**src/rtl/fifo_defs.vh**
```
// Shared constants for the fifo family: read-mode selectors and depth from address width.
`ifndef FIFO_DEFS_VH
`define FIFO_DEFS_VH
`define FIFO_STD 0
`define FIFO_FWFT 1
`define FIFO_DEPTH(bw) (1 << (bw))
`endif

```
**src/rtl/fifo_prog_pkg.sv**
```systemverilog
// Types and helpers for fifo_prog: per-cycle operation encoding and almost-full decode.
package fifo_prog_pkg;

  typedef enum logic [1:0] {
    OP_IDLE = 2'b00,
    OP_RD   = 2'b01,
    OP_WR   = 2'b10,
    OP_BOTH = 2'b11
  } fifo_op_e;

  // A margin of DEPTH or more would underflow the subtraction, so it pins the flag high.
  function automatic logic af_hit(input int unsigned count, input int unsigned depth,
                                  input int unsigned margin);
    if (margin >= depth) return 1'b1;
    return count >= (depth - margin);
  endfunction

endpackage

```
**src/rtl/fifo_mem.sv**
```systemverilog
// Unreset FIFO storage: one synchronous write port, one asynchronous read port.
`include "fifo_defs.vh"
module fifo_mem #(
  parameter int BUF_WIDTH  = 4,
  parameter int DATA_WIDTH = 4
) (
  input  logic                  clk,
  input  logic                  i_we,
  input  logic [BUF_WIDTH-1:0]  i_waddr,
  input  logic [DATA_WIDTH-1:0] i_wdata,
  input  logic [BUF_WIDTH-1:0]  i_raddr,
  output logic [DATA_WIDTH-1:0] o_rdata
);

  localparam int DEPTH = `FIFO_DEPTH(BUF_WIDTH);

  logic [DATA_WIDTH-1:0] r_mem [DEPTH];

  always_ff @(posedge clk) begin
    if (i_we) r_mem[i_waddr] <= i_wdata;
  end

  assign o_rdata = r_mem[i_raddr];

endmodule

```
**src/rtl/fifo_prog.sv**
```systemverilog
// Programmable-threshold FIFO with sticky error flags and selectable registered or FWFT read.
`include "fifo_defs.vh"
module fifo_prog
  import fifo_prog_pkg::*;
#(
  parameter int BUF_WIDTH  = 4,
  parameter int DATA_WIDTH = 4,
  parameter int FWFT       = `FIFO_STD
) (
  input  logic                  clk,
  input  logic                  rst,
  input  logic                  wr_en,
  input  logic                  rd_en,
  input  logic [DATA_WIDTH-1:0] buf_in,
  input  logic [BUF_WIDTH:0]    uH,
  input  logic [BUF_WIDTH:0]    uL,
  input  logic                  err_clr,
  output logic [DATA_WIDTH-1:0] buf_out,
  output logic                  valid,
  output logic [BUF_WIDTH:0]    fifo_counter,
  output logic                  buf_empty,
  output logic                  buf_full,
  output logic                  almost_empty,
  output logic                  almost_full,
  output logic                  overflow,
  output logic                  underflow
);

  localparam int DEPTH = `FIFO_DEPTH(BUF_WIDTH);
  localparam int CW    = BUF_WIDTH + 1;
  localparam int PW    = BUF_WIDTH;
  localparam logic [BUF_WIDTH:0]   LP_DEPTH   = CW'(DEPTH);
  localparam logic [BUF_WIDTH:0]   LP_CNT_ONE = CW'(1);
  localparam logic [BUF_WIDTH-1:0] LP_PTR_ONE = PW'(1);

  logic [BUF_WIDTH:0]    r_count;
  logic [BUF_WIDTH-1:0]  r_wr_ptr;
  logic [BUF_WIDTH-1:0]  r_rd_ptr;
  logic                  r_overflow;
  logic                  r_underflow;

  logic                  w_rd_acc;
  logic                  w_wr_acc;
  logic                  w_mem_we;
  logic [DATA_WIDTH-1:0] w_mem_rdata;
  fifo_op_e              w_op;

  assign buf_empty    = (r_count == '0);
  assign buf_full     = (r_count == LP_DEPTH);
  assign almost_empty = (r_count <= uL);
  assign almost_full  = af_hit(32'(r_count), DEPTH, 32'(uH));

  // A full FIFO still takes a write when the same cycle frees a slot.
  assign w_rd_acc = rd_en && !buf_empty;
  assign w_wr_acc = wr_en && (!buf_full || w_rd_acc);
  assign w_op     = fifo_op_e'({w_wr_acc, w_rd_acc});
  // Storage has no reset, so block writes while reset is held.
  assign w_mem_we = w_wr_acc && !rst;

  fifo_mem #(
    .BUF_WIDTH  (BUF_WIDTH),
    .DATA_WIDTH (DATA_WIDTH)
  ) u_mem (
    .clk     (clk),
    .i_we    (w_mem_we),
    .i_waddr (r_wr_ptr),
    .i_wdata (buf_in),
    .i_raddr (r_rd_ptr),
    .o_rdata (w_mem_rdata)
  );

  always_ff @(posedge clk or posedge rst) begin
    if (rst) begin
      r_count     <= '0;
      r_wr_ptr    <= '0;
      r_rd_ptr    <= '0;
      r_overflow  <= 1'b0;
      r_underflow <= 1'b0;
    end else begin
      case (w_op)
        OP_WR:   r_count <= r_count + LP_CNT_ONE;
        OP_RD:   r_count <= r_count - LP_CNT_ONE;
        default: r_count <= r_count;
      endcase
      if (w_wr_acc) r_wr_ptr <= r_wr_ptr + LP_PTR_ONE;
      if (w_rd_acc) r_rd_ptr <= r_rd_ptr + LP_PTR_ONE;
      if (err_clr) r_overflow <= 1'b0;
      else if (wr_en && !w_wr_acc) r_overflow <= 1'b1;
      if (err_clr) r_underflow <= 1'b0;
      else if (rd_en && buf_empty) r_underflow <= 1'b1;
    end
  end

  assign fifo_counter = r_count;
  assign overflow     = r_overflow;
  assign underflow    = r_underflow;

  generate
    if (FWFT == `FIFO_FWFT) begin : gen_fwft
      assign buf_out = buf_empty ? '0 : w_mem_rdata;
      assign valid   = !buf_empty;
    end else begin : gen_std
      logic [DATA_WIDTH-1:0] r_buf_out;
      logic                  r_valid;

      always_ff @(posedge clk or posedge rst) begin
        if (rst) begin
          r_buf_out <= '0;
          r_valid   <= 1'b0;
        end else begin
          r_valid <= w_rd_acc;
          if (w_rd_acc) r_buf_out <= w_mem_rdata;
        end
      end

      assign buf_out = r_buf_out;
      assign valid   = r_valid;
    end
  endgenerate

endmodule

```
**config.mk**
```make
export PLATFORM = sky130hd
export DESIGN_NAME = fifo_prog
export DESIGN_NICKNAME = d
export VERILOG_FILES = /design/src/rtl/fifo_prog_pkg.sv /design/src/rtl/fifo_mem.sv /design/src/rtl/fifo_prog.sv
export VERILOG_INCLUDE_DIRS = /design/src /design/src/rtl
export SDC_FILE = /design/constraint.sdc
export NUM_CORES = 1
export LEC_CHECK = 0
export CAP_MARGIN = 30
export CORE_MARGIN = 3
export CORE_UTILIZATION = 30
export DETAILED_ROUTE_END_ITERATION = 6
export HOLD_SLACK_MARGIN = 0.08
export PLACE_DENSITY = 0.5
export SKIP_LAST_GASP = 1
export SYNTH_ARGS = -nofsm -noshare
export SYNTH_HDL_FRONTEND = slang
export SYNTH_SLANG_ARGS = --single-unit
```
**constraint.sdc**
```tcl
create_clock -name clk -period 4.8 [get_ports clk]
set_input_delay 1.44 -clock clk [delete_from_list [all_inputs] [get_ports clk]]
set_output_delay 1.44 -clock clk [all_outputs]
set_load 0.02 [all_outputs]
```
==> metrics.txt, run 1 <==
Req. time, crit path=3.36 ns; Setup Viol. Count Final=0; synth warn=0; Comb pwr share=0.296; met2 Usage GRT=0.173; vias in the first global route=2166; Avg WL per Cell=16.1 µm; Layout Cells excl Fill=468; syn_nets=293; largest net degree at the start of global routing=19; busiest grt layer=met2; die area=14300 µm²; RD Place Congestion=0.733; Area contributors post-synth=edfxtp_1 50%, dfrtp_1 13%, mux4_2 9.3%; fmax=212 MHz; clk root buf=clkbuf_16; worst min-delay path class=reg2reg; crit start category=primary input; Peak VDD IR=0.179 mV; Switching Share=0.316; Worst R2R Setup Slack=1.75 ns; crit share post-route=0.981; Layout Nets=335; CORE AREA=12300 µm²; Placed Area=4410 µm²; initial antenna violation count=0; antenna cells=0; Least-Margin Pin Slew=0.908 ns; Global Route Usage Sum=0.110; Clock Skew=0.00446 ns; Crit Path Max Fanout=2; DRT iter0 DRCs=94; sequential cell area=2420 µm²; CTS tree=yes; Port-buffer cells=34; asr flop ratio synth=0.238; Seq pwr share=0.410; Vias/cell=4.63; Yosys cell types=39; Worst Path Arrival=3.27 ns; type of destination of the critical path=output port; area share of the largest cell type after synthesis=0.497; share of layout cells above drive strength 1=0.143; Crit Reg-Reg Endpoint=fifo_counter[4]$_DFFE_PP0P_; Chip Width=119 µm; final instance area=4750 µm²; grt met3 use=0.0318; LEAKAGE=0.00175 µW; final antenna-violating net count=0; clk sinks=84; NetSw=846 µW; worst hold start=overflow$_DFFE_PP0P_; Starting Density=0.314; Synth Flop Type=edfxtp_1; # rows=40; Post-synth EDFFs=64; WS Path Type=in2out; mapped cell area=3860 µm²; detailed-route via count=2168; clock share of power=0.294; r2r worst-path depth=8; FF+latch count, synth=84; Worst Hold End=overflow$_DFFE_PP0P_; dpl hpwl=5240 µm; status=completed; Placed Cells=452; Final Hold Fails=0; crit path launch=uH[0]; RSZ-0062 raised after global routing=no; IO Pins=35; DRC=0; GR Util met1=0.147; pwr dens=564 nW/µm²; global-route wire length before repair=11900 µm; sequential fraction of the synthesis area=0.627; First-pass DRT Iterations=4; CTS max path bufs=2; post-route minimum period=4.71 ns; synthesized instance count=253; number of H-tree levels=3; RR Startpoint=fifo_counter[1]$_DFFE_PP0P_; max-cap violations=0; hold depth=2; Worst-path clk slew=0.06 ns; drt total wl=7540 µm; Setup WS post-layout=0.0900 ns; final global-route overflow total=0; internal power=1830 µW; number of fill cells in the layout=1171; Area Overhead vs Synth=22.9%; pre-CTS setup slack=-0.375 ns; Num CTS Buffers=9; post-synth top area cell=edfxtp_1; clock latency on the worst-skew pair=0.34 ns; chip height=119 µm; multi-input logic area=1340 µm²; Worst slew margin=0.395; fin. max-slew vios=0; syn avg cell area=15.3 µm²
## cell families (layout without fill, tap and decap cells)
family	count (synthesis)	in the layout	synth area share
flip-flops	84	84	0.627
AND/OR/NAND/NOR	57	57	0.0690
multiplexers	29	29	0.128
AO/OA/AOI/OAI	27	27	0.0538
buffers and inverters	24	71	0.0275
adder cells (fa/ha/maj)	21	21	0.0699
XOR/XNOR	11	11	0.0249
## per-stage QoR
stage               utilization  power [µW]  hold WS (ns)  TNS, ns
CTS                       0.386        2720         0.500  -0.0504
global placement          0.358        1920         0.485   -0.426
global route              0.386        2840         0.527        0
detailed placement        0.358        1930         0.490   -0.415
finish                    0.386        2680         0.502        0
floorplan                     -        1630         0.458        0
## flip-flops by register name, summed over array words and instances, names as in the netlist
register,count
valid,1
r_rd_ptr,4
overflow,1
buf_out,4
r_wr_ptr,4
fifo_counter,5
underflow,1
u_mem.r_mem,64
## critical path: stages
cell and delay (ns):
clkdlybuf4s50_1 0.47, inv_1 0.04, ha_1 0.20, nor3b_2 0.17, ha_1 0.26, inv_1 0.04, ha_1 0.26, o211ai_1 0.09
o21ai_1 0.12, buf_2 0.18
## Yosys cell counts (all sizes together), types with 2 or more instances
master and instances:
edfxtp 64, nor2 24, dfrtp 20, ha 20
mux4 16, nand2 16, inv 15, mux2i 10
buf 9, xnor2 8, o21ai 5, a21o 4
a21oi 4, o211ai 4, o221ai 4, mux2 3
nand2b 3, nand4 3, nor2b 3, xor2 3
a211oi 2, nand3b 2
## power by group through the flow
stage / sequential, µW / combinational (µW) / clock [µW]
4_1_cts: 1110 / 807 / 805
6_report: 1100 / 793 / 787
2_1_floorplan: 1030 / 598 / 0
3_5_place_dp: 1120 / 807 / 0
5_1_grt: 1130 / 875 / 835
3_3_place_gp: 1120 / 800 / 0
## routing by layer
layer,vias up,share of wire
met1,1085,0.46
met3,6,0.041
met2,42,0.49
li1,1035,-
met5,-,0
met4,0,0.012
## area by class of cell
| type | count | area share |
|---|---|---|
| Sequential cell | 84 | 0.510 |
| Clock buffer | 11 | 0.0490 |
| Inverter | 15 | 0.0119 |
| Multi-Input combinational cell | 145 | 0.282 |
| Timing Repair Buffer | 40 | 0.0798 |
| Clock inverter | 5 | 0.0227 |
| Tap cell | 168 | 0.0443 |
## worst max-delay path by stage
stage,endpoint,slack (ns),cells after the start
after floorplan,almost_full,0.44,8
after global placement,almost_full,-0.38,10
after detailed placement,almost_full,-0.37,10
after CTS,almost_full,-0.05,10
after global routing,almost_full,0.006,10
final,almost_full,0.09,10
## cells in the final DEF (no fill, tap or decap), types with 6 or more instances in the layout
cell type | Yosys | layout
clkbuf_16 | 0 | 9
inv_1 | 14 | 14
mux2i_1 | 10 | 10
nand2_1 | 15 | 15
nor2_1 | 24 | 24
dfrtp_1 | 20 | 20
ha_1 | 20 | 20
clkdlybuf4s50_1 | 0 | 32
edfxtp_1 | 64 | 64
mux4_2 | 16 | 16
xnor2_1 | 8 | 8
buf_4 | 0 | 6
## timing repair
item,CTS,global route
hold buffers,0,0
setup buffers,0,0
gates resized for setup,5,3
endpoints found under the setup margin,2,1
Power figures use the tool's default switching activity.
==> inputs of run 2 (changes only) <==
- CELL_PAD_IN_SITES_DETAIL_PLACEMENT: unset -> 1
- CELL_PAD_IN_SITES_GLOBAL_PLACEMENT: unset -> 1
- PLACE_DENSITY: 0.5 -> 0.57
- SLEW_MARGIN: unset -> 15
- TNS_END_PERCENT: unset -> 50
==> run 2 against run 1 <==
Non-clock buffer count stayed put. Via count hardly changed. Cell count stayed put. Highest routed layer unchanged. Count of clock-buffer cells in the layout is 2 lower. Utilization is 0.36 points lower. Routed wire length is 4.0% higher. Hold slack worse by 0.0016 ns. Sequential power hardly changed.
==> metrics.txt, run 2 (synthesis gave the netlist of run 1 again) <==
crit path launch=uL[1]; crit start category=primary input; pwr dens=542 nW/µm² (-3.9%); Port-buffer cells=34 (unchanged); Layout Cells excl Fill=468 (unchanged); Avg WL per Cell=16.8 µm (+4.0%); global-route wire length before repair=12700 µm (+6.3%); # rows=40 (unchanged); number of fill cells in the layout=1276 (+9.0%); Setup Viol. Count Final=0 (unchanged); type of destination of the critical path=output port; Least-Margin Pin Slew=0.872 ns (-0.0360 ns); CP Capture Point=almost_empty; Placed Cells=452 (unchanged); First-pass DRT Iterations=4 (unchanged); commonest non-fill, non-tap cells in the layout=64 x edfxtp_1, 30 x clkdlybuf4s50_1, 24 x nor2_1; final antenna-violating net count=0 (unchanged); status=completed; Vias/cell=4.64 (about the same); Num CTS Buffers=9 (unchanged); postcts setup bufs=0 (unchanged); number of H-tree levels=3 (unchanged); Global Route Usage Sum=0.115 (+0.00490); Worst-path clk slew=0.07 ns (about the same); largest register by flop count=u_mem.r_mem; clk sinks=84 (unchanged); RD Place Congestion=0.694 (-5.4%); r2r worst-path depth=8 (unchanged); DRC=0 (unchanged); IO Pins=35 (unchanged); drt total wl=7850 µm (+4.0%); CORE AREA=12300 µm² (unchanged); pre-CTS setup slack=-0.412 ns (-0.0376 ns); vias in the first global route=2298 (+6.1%); fmax=216 MHz (+1.7%); worst min-delay path class=reg2reg; RR Startpoint=fifo_counter[1]$_DFFE_PP0P_; Worst R2R Setup Slack=1.67 ns (-0.08 ns); fin. max-slew vios=0 (unchanged); LEAKAGE=0.00174 µW (-0.50%); max FFs per register=64 (unchanged); antenna cells=0 (unchanged); Worst Path Arrival=3.19 ns (-0.08 ns); Post-Route Utilization=0.382 (-0.00356); Final Hold Fails=0 (unchanged); Clock Skew=0.00832 ns (+0.00386 ns); clk root buf=clkbuf_16; CTS tree=yes; share of layout cells above drive strength 1=0.150 (+0.00667); Starting Density=0.314 (unchanged); Crit Reg-Reg Endpoint=fifo_counter[4]$_DFFE_PP0P_; Chip Width=119 µm (unchanged); final global-route overflow total=0 (unchanged); post-route minimum period=4.63 ns (-0.0787 ns); commonest non-fill, non-tap cell in the layout=edfxtp_1; Worst slew margin=0.419 (+0.0240); max-cap violations=0 (unchanged); Setup WS post-layout=0.169 ns (+0.0787 ns); WS Path Type=in2out; dpl hpwl=5740 µm (+9.6%); initial antenna violation count=0 (unchanged); detailed-route via count=2170 (+0.092%); crit share post-route=0.965 (-0.0164); Peak VDD IR=0.164 mV (-8.7%); Crit Path Max Fanout=2 (unchanged); DRT iter0 DRCs=96 (+2.1%); Area Overhead vs Synth=21.8%; Layout Nets=335 (unchanged); largest net degree at the start of global routing=19 (unchanged); clock latency on the worst-skew pair=0.33 ns (about the same); CTS max path bufs=2 (unchanged); die area=14300 µm² (unchanged); RSZ-0062 raised after global routing=no; Req. time, crit path=3.36 ns (about the same); Overall Power=2550 µW (-4.8%); chip height=119 µm (unchanged)
## run 2: cell count changes in the layout (fill, tap and decap cells not counted), moves of 2 or more
| cell | before | now |
|---|---|---|
| clkinvlp_4 | 0 | 2 |
| dlymetal6s2s_1 | 0 | 2 |
| inv_8 | 0 | 2 |
| clkbuf_1 | 2 | 0 |
| clkdlybuf4s50_1 | 32 | 30 |
| bufinv_16 | 3 | 0 |
## run 2: cell type report
class                           count  area (µm²)  area share
Clock buffer                        9         225      0.0479
Clock inverter                      7        63.8      0.0136
Inverter                           15        56.3      0.0120
Multi-Input combinational cell    145        1340       0.285
Sequential cell                    84        2420       0.515
Tap cell                          168         210      0.0447
Timing Repair Buffer               40         387      0.0822
## run 2: repair_timing
action | CTS | global route
endpoints found under the setup margin | 2 | 1
gates resized for setup | 5 | 6
pin swaps | 0 | 1
hold buffers | 0 | 0
## run 2: how the worst min path moves through the flow
stage,startpoint,endpoint,slack [ns],cells past startpoint
after floorplan,r_rd_ptr[3]$_DFFE_PP0N_,r_rd_ptr[3]$_DFFE_PP0N_,0.46,1
after global placement,r_rd_ptr[3]$_DFFE_PP0N_,r_rd_ptr[3]$_DFFE_PP0N_,0.48,1
after detailed placement,r_rd_ptr[3]$_DFFE_PP0N_,r_rd_ptr[3]$_DFFE_PP0N_,0.48,1
after CTS,r_rd_ptr[3]$_DFFE_PP0N_,r_rd_ptr[3]$_DFFE_PP0N_,0.50,1
after global routing,buf_out[0]$_DFFE_PP0N_,buf_out[0]$_DFFE_PP0N_,0.52,2
final,r_rd_ptr[3]$_DFFE_PP0N_,r_rd_ptr[3]$_DFFE_PP0N_,0.50,1
## run 2: through the flow
step                      TNS [ns]  hold WS (ns)  area [µm²]
after floorplan                  0         0.458        3860
after global placement      -0.438         0.480        4410
after detailed placement    -0.504         0.482        4410
after CTS                  -0.0708         0.499        4700
after global routing             0         0.520        4700
final                            0         0.501        4700
## run 2: report_power, final
group          switching [µW]  total, µW  internal, µW
sequential                200       1090           889
clock                     296        658           363
combinational             367        802           435
total                     863       2550          1690
## run 2: worst max-delay path: stages
cell and delay [ns]:
clkdlybuf4s50_1 0.46, inv_1 0.04, ha_1 0.29, nor2b_1 0.14, o21a_1 0.16, o21ai_0 0.20
a21o_1 0.14, dlygate4sd2_1 0.32
## run 2: per-layer routing
layer | vias up | GRT usage | part of all wire
li1 | 1042 | - | -
met1 | 1082 | 0.158 | 0.47
met2 | 38 | 0.181 | 0.48
met3 | 8 | 0.0290 | 0.040
met4 | 0 | 0.0365 | 0.010
met5 | - | 0 | 0
